[src/rtl/lmt_snapshot_ring.sv]
// Byte-accurate snoop mirror of the measured region plus an NUM_SLOTS-deep ring of
// snapshots, copied one word per clock and exposed read-only on the peripheral bus.
module lmt_snapshot_ring #(
  parameter logic [15:0] MR_BASE   = 16'h0230,
  parameter int          MR_WORDS  = 16,
  parameter int          NUM_SLOTS = 4,
  parameter logic [13:0] LMT_BASE  = 14'h0040,
  parameter logic [15:0] RESET_VAL = 16'h0005
) (
  input  logic        mclk,
  input  logic        puc_rst,
  input  logic [13:0] per_addr,
  input  logic [15:0] per_din,
  input  logic        per_en,
  input  logic [1:0]  per_we,
  output logic [15:0] per_dout,
  input  logic [15:0] d_addr,
  input  logic [1:0]  w_en,
  input  logic [15:0] dmem_din,
  input  logic        upLMT,
  output logic        lmt_busy,
  output logic        lmt_done
);

  localparam int IDX_W = $clog2(MR_WORDS);
  localparam int PTR_W = (NUM_SLOTS > 1) ? $clog2(NUM_SLOTS) : 1;
  localparam int CNT_W = $clog2(NUM_SLOTS + 1);
  localparam int TOTAL = NUM_SLOTS * MR_WORDS;
  localparam int ADR_W = $clog2(TOTAL);
  localparam int MR_LO = int'(MR_BASE);
  localparam int MR_HI = MR_LO + 2 * MR_WORDS;

  localparam logic [0:0] IDLE = 1'b0;
  localparam logic [0:0] COPY = 1'b1;

  logic [15:0]      mirror [MR_WORDS];
  logic [15:0]      slots  [TOTAL];
  logic [0:0]       state;
  logic [IDX_W-1:0] k;
  logic [PTR_W-1:0] wr_ptr;
  logic [CNT_W-1:0] valid_cnt;
  logic             overrun;
  logic             up_p1;

  logic             hit;
  logic [IDX_W-1:0] snoop_idx;
  logic             copying;
  logic             last;
  logic             rise;
  logic [ADR_W-1:0] copy_addr;
  logic [13:0]      off;
  logic             rd;
  logic             in_slots;
  logic             at_status;
  logic             status_clr;
  logic [15:0]      status_word;
  // unused: the peripheral bus never writes data into this block
  logic             per_din_unused;

  assign per_din_unused = ^per_din;

  assign hit       = (int'(d_addr) >= MR_LO) && (int'(d_addr) < MR_HI);
  assign snoop_idx = IDX_W'((int'(d_addr) - MR_LO) / 2);

  assign copying   = (state == COPY);
  assign last      = (int'(k) == MR_WORDS - 1);
  assign rise      = upLMT & ~up_p1;
  assign copy_addr = ADR_W'(int'(wr_ptr) * MR_WORDS + int'(k));

  assign lmt_busy  = copying;
  assign lmt_done  = copying & last;

  assign off         = per_addr - LMT_BASE;
  assign rd          = per_en && (per_we == 2'b00);
  assign in_slots    = int'(off) < TOTAL;
  assign at_status   = int'(off) == TOTAL;
  assign status_clr  = per_en && (per_we != 2'b00) && at_status;
  assign status_word = {overrun, lmt_busy, 2'b00, 4'(valid_cnt), 1'b0, 3'(wr_ptr), 4'b0000};

  always_comb begin
    per_dout = 16'h0000;
    if (rd && in_slots) begin
      per_dout = slots[off[ADR_W-1:0]];
    end else if (rd && at_status) begin
      per_dout = status_word;
    end
  end

  // Control: trigger edge detect, copy sequencing, ring pointer and sticky overrun
  always_ff @(posedge mclk) begin
    if (puc_rst) begin
      state     <= IDLE;
      k         <= '0;
      wr_ptr    <= '0;
      valid_cnt <= '0;
      overrun   <= 1'b0;
      up_p1     <= 1'b0;
    end else begin
      up_p1 <= upLMT;
      if (rise && copying) begin
        overrun <= 1'b1;
      end else if (status_clr) begin
        overrun <= 1'b0;
      end
      if (state == IDLE) begin
        if (rise) begin
          state <= COPY;
          k     <= '0;
        end
      end else begin
        if (last) begin
          state <= IDLE;
          k     <= '0;
          if (int'(wr_ptr) == NUM_SLOTS - 1) begin
            wr_ptr <= '0;
          end else begin
            wr_ptr <= wr_ptr + PTR_W'(1);
          end
          if (int'(valid_cnt) < NUM_SLOTS) begin
            valid_cnt <= valid_cnt + CNT_W'(1);
          end
        end else begin
          k <= k + IDX_W'(1);
        end
      end
    end
  end

  // Mirror: byte-lane snoop of CPU writes into the measured region
  always_ff @(posedge mclk) begin
    if (puc_rst) begin
      for (int i = 0; i < MR_WORDS; i++) begin
        mirror[i] <= 16'h0000;
      end
    end else if (hit) begin
      if (w_en[1]) begin
        mirror[snoop_idx][15:8] <= dmem_din[15:8];
      end
      if (w_en[0]) begin
        mirror[snoop_idx][7:0] <= dmem_din[7:0];
      end
    end
  end

  // Snapshot ring: the copy reads the mirror as it stood before this edge
  always_ff @(posedge mclk) begin
    if (puc_rst) begin
      for (int i = 0; i < TOTAL; i++) begin
        slots[i] <= RESET_VAL;
      end
    end else if (copying) begin
      slots[copy_addr] <= mirror[k];
    end
  end

endmodule
[config.mk]
export PLATFORM = sky130hd
export DESIGN_NAME = lmt_snapshot_ring
export DESIGN_NICKNAME = d
export VERILOG_FILES = /design/src/rtl/lmt_snapshot_ring.sv
export SDC_FILE = /design/constraint.sdc
export NUM_CORES = 2
export LEC_CHECK = 0
export BUFFER_PORTS_ARGS = -buffer_cell sky130_fd_sc_hd__buf_4
export CAP_MARGIN = 20
export CORE_AREA = 2 2 422 256
export DETAILED_ROUTE_END_ITERATION = 16
export DIE_AREA = 0 0 424 258
export PLACE_DENSITY = 0.75
export SYNTH_ARGS = -nofsm -noshare
export SYNTH_HDL_FRONTEND = slang
export SYNTH_SLANG_ARGS = --single-unit
[constraint.sdc]
create_clock -name mclk -period 10.43 [get_ports mclk]
set_input_delay 1.043 -clock mclk [delete_from_list [all_inputs] [get_ports mclk]]
set_output_delay 1.043 -clock mclk [all_outputs]
set_load 0.02 [all_outputs]
Word level (Yosys, flattened, before mapping)
Memory sizes are Yosys's and may differ from the RTL's. A register that Yosys moved wholly into a read port is not among the register bits.
Cells that the tools add are included.
{"block": "totals", "register_bits": 12, "mem_bits_rw": 1280, "in_bits": 70, "out_inout_bits": 18, "wordCells": 73, "mem_count": 2}
{"block": "op_classes", "n_addsub": 7, "n_lt_le_gt_ge": 4, "eq_ne": 3, "mux": 32, "n_bitwise": 4, "reduce_logical": 15}
{"memory": "slots", "words": 64, "word_bits": 16, "rd": 1, "rd_ports_with_merged_regs": 0, "wr": 64, "line": "37", "text": "logic [15:0] slots [TOTAL];"}
{"memory": "mirror", "words": 16, "word_bits": 16, "rd": 1, "rd_ports_with_merged_regs": 1, "wr": 16, "line": "36", "text": "logic [15:0] mirror [MR_WORDS];"}
{"op": "2-to-1 mux 16 bit", "count": 4}
{"op": "OR reduction 16 bit", "count": 2}
{"op": "2-to-1 mux 4 bit", "count": 6}
{"op": "2-to-1 mux 1 bit", "count": 19}
{"op": "subtractor 16 x 10 -> 17 bit, second input constant", "count": 1}
{"op": ">= comparator 16 x 10 -> 1 bit, second input constant", "count": 1}
{"op": "less-than comparator 16 x 10 -> 1 bit, second input constant", "count": 1}
{"op": "equality test 14 x 8 -> 1 bit, second input constant", "count": 1}
{"op": "less-than comparator 14 x 7 -> 1 bit, second input constant", "count": 1}
{"op": "subtractor 14 x 7 -> 14 bit, second input constant", "count": 1}
{"op": "logical AND 1 bit", "count": 7}
{"op": "adder 6 x 4 -> 6 bit", "count": 1}
{"op": "2-to-1 mux 6 bit", "count": 1}
{"op": "nonzero test 2 bit", "count": 3}
{"op": "adder 4 x 1 -> 4 bit", "count": 1}
{"op": "adder 4 x 1 -> 4 bit, second input constant", "count": 1}
{"op": "equality test 4 x 1 -> 1 bit, second input constant", "count": 1}
{"op": "2-to-1 mux 2 bit", "count": 2}
{"op": "adder 3 x 1 -> 3 bit, second input constant", "count": 1}
{"op": "bitwise AND 1 bit", "count": 3}
{"op": "less-than comparator 3 bit, second input constant", "count": 1}
{"op": "AND reduction 3 bit", "count": 1}
{"op": "adder 2 x 1 -> 2 bit, second input constant", "count": 1}
{"op": "equality test 2 x 1 -> 1 bit, second input constant", "count": 1}
{"op": "other kinds (3)", "count": 3}

Depth between registers and ports, before layout
{"block": "logic_depth", "depth_word": 7, "mapped_depth": 11, "depth_no_buf": 10}

Least setup slack after synthesis
OpenSTA, ideal clock, no wires.
{"block": "synth_timing", "path_type": "input-to-output", "start": "in per_addr[0]", "end": "out per_dout[14]", "arrival_ps": 3031, "t_required_ps": 9387, "setup_slack_ps": 6356, "path_stages": 10, "n_path_buf": 5, "cell_sequence": "buf_2 > buf_2 > buf_4 > buf_2 > buf_4 > mux2i_1 > a22o_1 > a211oi_1 > nor4_1 > o21ai_0"}
{"block": "synth_between", "elab_chain_cells": 5, "word_cells_on_any_way": 8, "cone_classes": "1 x add/sub; 1 x order compare; 1 x eq/ne; 2 x mux; 2 x reduce/logical; 1 x memory"}
{"item": "start: declaration", "line": "12", "text": "input logic [13:0] per_addr,"}
{"item": "subtractor 14 x 7 -> 14 bit (*)", "line": "73", "text": "assign off = per_addr - LMT_BASE;"}
{"item": "parallel branches: the longest is 3 deep, another holds less-than comparator 14 x 7 -> 1 bit"}
{"item": "2-to-1 mux 16 bit (*)", "line": "82", "text": "if (rd && in_slots) begin"}
{"item": "end: declaration", "line": "16", "text": "output logic [15:0] per_dout,"}
Every way passes the cells marked *.

Worst setup path in the final report
{"block": "layout_timing", "start": "in per_addr[0]", "end": "out per_dout[15]"}
Same word-level chain as after synthesis.

==> impl_metrics.tcl <==
set metrics [dict create \
    synth-async-reset-ratio 0 \
    detailedPlacementHpwl_um 94200 \
    timing.final.setup_violations 0 \
    timing.max_slew.rel_slack 0.212 \
    reported_leakage_power_uw 0.0212 \
    ys_dominant_reg_cell "edfxtp_1" \
    cts_buffer_depth 3 \
    synth_largest_type_area_fraction 0.666 \
    globalRoute.totalOverflow 0 \
    die_w_um 424 \
    netlist_instances 4001 \
    drt_pass1_iterations 7 \
    storage_cell_area_um2 38800 \
    core_um2 106000 \
    hp-class "primary input to register" \
    setup_repair_after_global_routing_missed_its_margin "false" \
    first_global_vias 33300 \
    ys_seq_area_frac 0.672 \
    grt_antenna_before_repair 4 \
    fin_crit_ps 6480 \
    cell_at_the_root_of_the_clock_tree "clkbuf_16" \
    yosysWarnings 0 \
    std_cell_rows 93 \
    initialDrtViolationCount 5607 \
    cts_post_setup_buffers_inserted 0 \
    area.growth.synth_to_final_pct 9.39 \
    path_delay_family "buffers and inverters" \
    synth_cell_type_count 63 \
    worst_ir_drop_vdd_mv 0.144 \
    crit_path_top_delay_cell "buf_12" \
    worstMarginPinSlew_ps 1150 \
    crit_chain "buf_8 -> buf_12 -> buf_4 -> mux4_2 -> mux2_2 -> o221ai_1 -> nand4_1 -> a32o_1 -> buf_4" \
    drcViolationCount 0 \
    avgViaCountPerCell 6.38 \
    tritoncts_clock_tree "built" \
    routed_wire_length_per_instance_um 27.7 \
    cts_num_sinks 1296 \
    critical_path_arrival_ps 5440 \
    r2r_slack_ps 6630 \
    wire_length_of_the_first_global_routing_pass_um 222000 \
    cp_common_cell "buf_4" \
    synth.ff_latch_count 1296 \
    cp.required_ps 9390 \
    ios 88 \
    synth_enable_flop_cells 1280 \
    post-route-period-util 0.621 \
    fraction_of_layout_instances_using_a_drive_strength_above_1 0.168 \
    nNetsFinal 4011 \
    finClkSkew_ps 40.2 \
    clk-insertion-delay-late_ps 770 \
    setup-tns-final_ps 0 \
    finalPower_uw 11100 \
    finalMaxSlewViolations 0 \
    synthTopCellsByCount "edfxtp_1, nor2_1, mux4_2, and2_1, nand2_1" \
    total_wirelength_of_the_detailed_routed_design_um 151000 \
    fillers 7908 \
    fp.dieArea_um2 109000 \
    max_clock_freq_ghz 0.154 \
    number_of_cts_inserted_buffers 115 \
    syn_area_per_cell_um2 14.4 \
    outcome "complete, no violations" \
    globalRouteTotalUtil 0.277 \
    drt.antenna.violating_nets 0 \
    synth_area_um2 57700 \
    vias 34800 \
    synth.area.top_cells "edfxtp_1, mux4_2, nor2_1" \
    multiInputGateArea_um2 17600 \
    portBuffers 71 \
    ctsHtreeMaxLevel 3 \
    syn-num-nets 4079 \
    grt_start_max_net_pins 94 \
    most_instantiated_library_cell_after_synthesis "edfxtp_1" \
    power_density_nw_per_um2 177 \
    worst_setup_hold_path_clk_slew_ps 70 \
    drv_cap 0 \
    critical_path_buf_inv_count 4 \
    die_h_um 258 \
    timing.setup.critical_path_class "primary input to output port" \
    resized_gates_after_cts 0 \
    startpoint_type "primary input" \
    cp_slowest_stage_delay_ps 630 \
    synth_top_area_cell "edfxtp_1" \
    cts.hold.buffers_added 0 \
    place_congestion 0.965 \
    crit_fanout 93 \
    final_standard_cell_utilization_of_the_core 0.594 \
    timing.final.hold_violations 0 \
    initial_util 0.543 \
    crit_path_end_kind "output port" \
]
[power breakdown]
| part | internal, uW | switching, uW | leakage [uW] | total (uW) |
|---|---|---|---|---|
| registers | 5880 | 58.0 | 0.0127 | 5940 |
| logic | 251 | 569 | 0.00672 | 820 |
| clock network | 2390 | 1990 | 0.00183 | 4380 |
| total | 8520 | 2620 | 0.0212 | 11100 |
[path summary, 6_finish.rpt]
| check | from | end | depth (start not counted) |
|---|---|---|---|
| setup reg to reg | k[0] | slots[59][1] | 3 |
| setup / recovery | per_addr[0] | per_dout[15] | 9 |
| hold / removal | upLMT | up_p1 | 2 |
| hold reg to reg | overrun | overrun | 2 |
[metrics by stage]
| step | cell area, um2 | setup WS (ps) | hold slack (ps) | instances |
|---|---|---|---|---|
| 5_1_grt | 63100 | 3760 | 473 | 5451 |
| 2_1_floorplan | 57700 | 6360 | 453 | 4001 |
| 6_report | 63100 | 3950 | 488 | 5457 |
| 3_3_place_gp | 59200 | 4100 | 474 | 5231 |
| 4_1_cts | 63000 | 4030 | 444 | 5442 |
| 3_5_place_dp | 59200 | 4020 | 481 | 5232 |
[sequential cells by signal (all words and copies together), names as in the netlist, named ones only]
name       cells
slots       1024
mirror       256
k              4
valid_cnt      3
wr_ptr         2
lmt_busy       1
overrun        1
up_p1          1
[placed cells by master, fill, tap and decap left out, types with 12 or more instances in the layout]
cell type / n
dfxtp_1: 12
nor2b_1: 14
mux4_2: 299
mux2_2: 23
o21ai_4: 16
clkinv_1: 15
a21oi_1: 14
mux2i_1: 117
edfxtp_1: 1280
and2_1: 258
nand3_1: 24
clkbuf_16: 115
a211oi_1: 21
buf_4: 121
nand2b_1: 77
nand4_1: 18
or2_1: 28
nor2_1: 1014
clkinv_4: 13
nand2_1: 254
clkbuf_1: 27
o21ai_0: 25
a22oi_1: 36
o22ai_1: 29
bufinv_16: 13
[routing by layer]
metal	share of wire	up-vias	GRT usage
li1	-	14500	-
met3	0.14	297	0.0802
met2	0.42	2375	0.382
met4	0.032	2	0.0870
met5	0.00033	-	0
met1	0.40	17600	0.427
[cell families after synthesis]
family | synth area share
simple gates | 0.139
flops | 0.672
mux | 0.142
buf+inv | 0.0246
compound gates | 0.0214
fa+ha+maj | 0.00174
xor+xnor | 0.000152
[cell type report]
cell class,instances,share of cell area
Sequential cell,1296,0.614
Multi-Input combinational cell,2379,0.280
Clock buffer,145,0.0479
Tap cell,1425,0.0283
Timing Repair Buffer,131,0.0164
Clock inverter,65,0.0125
Inverter,10,0.000595
Antenna cell,6,0.000238
No activity file was read; power rests on OpenSTA's default activity.
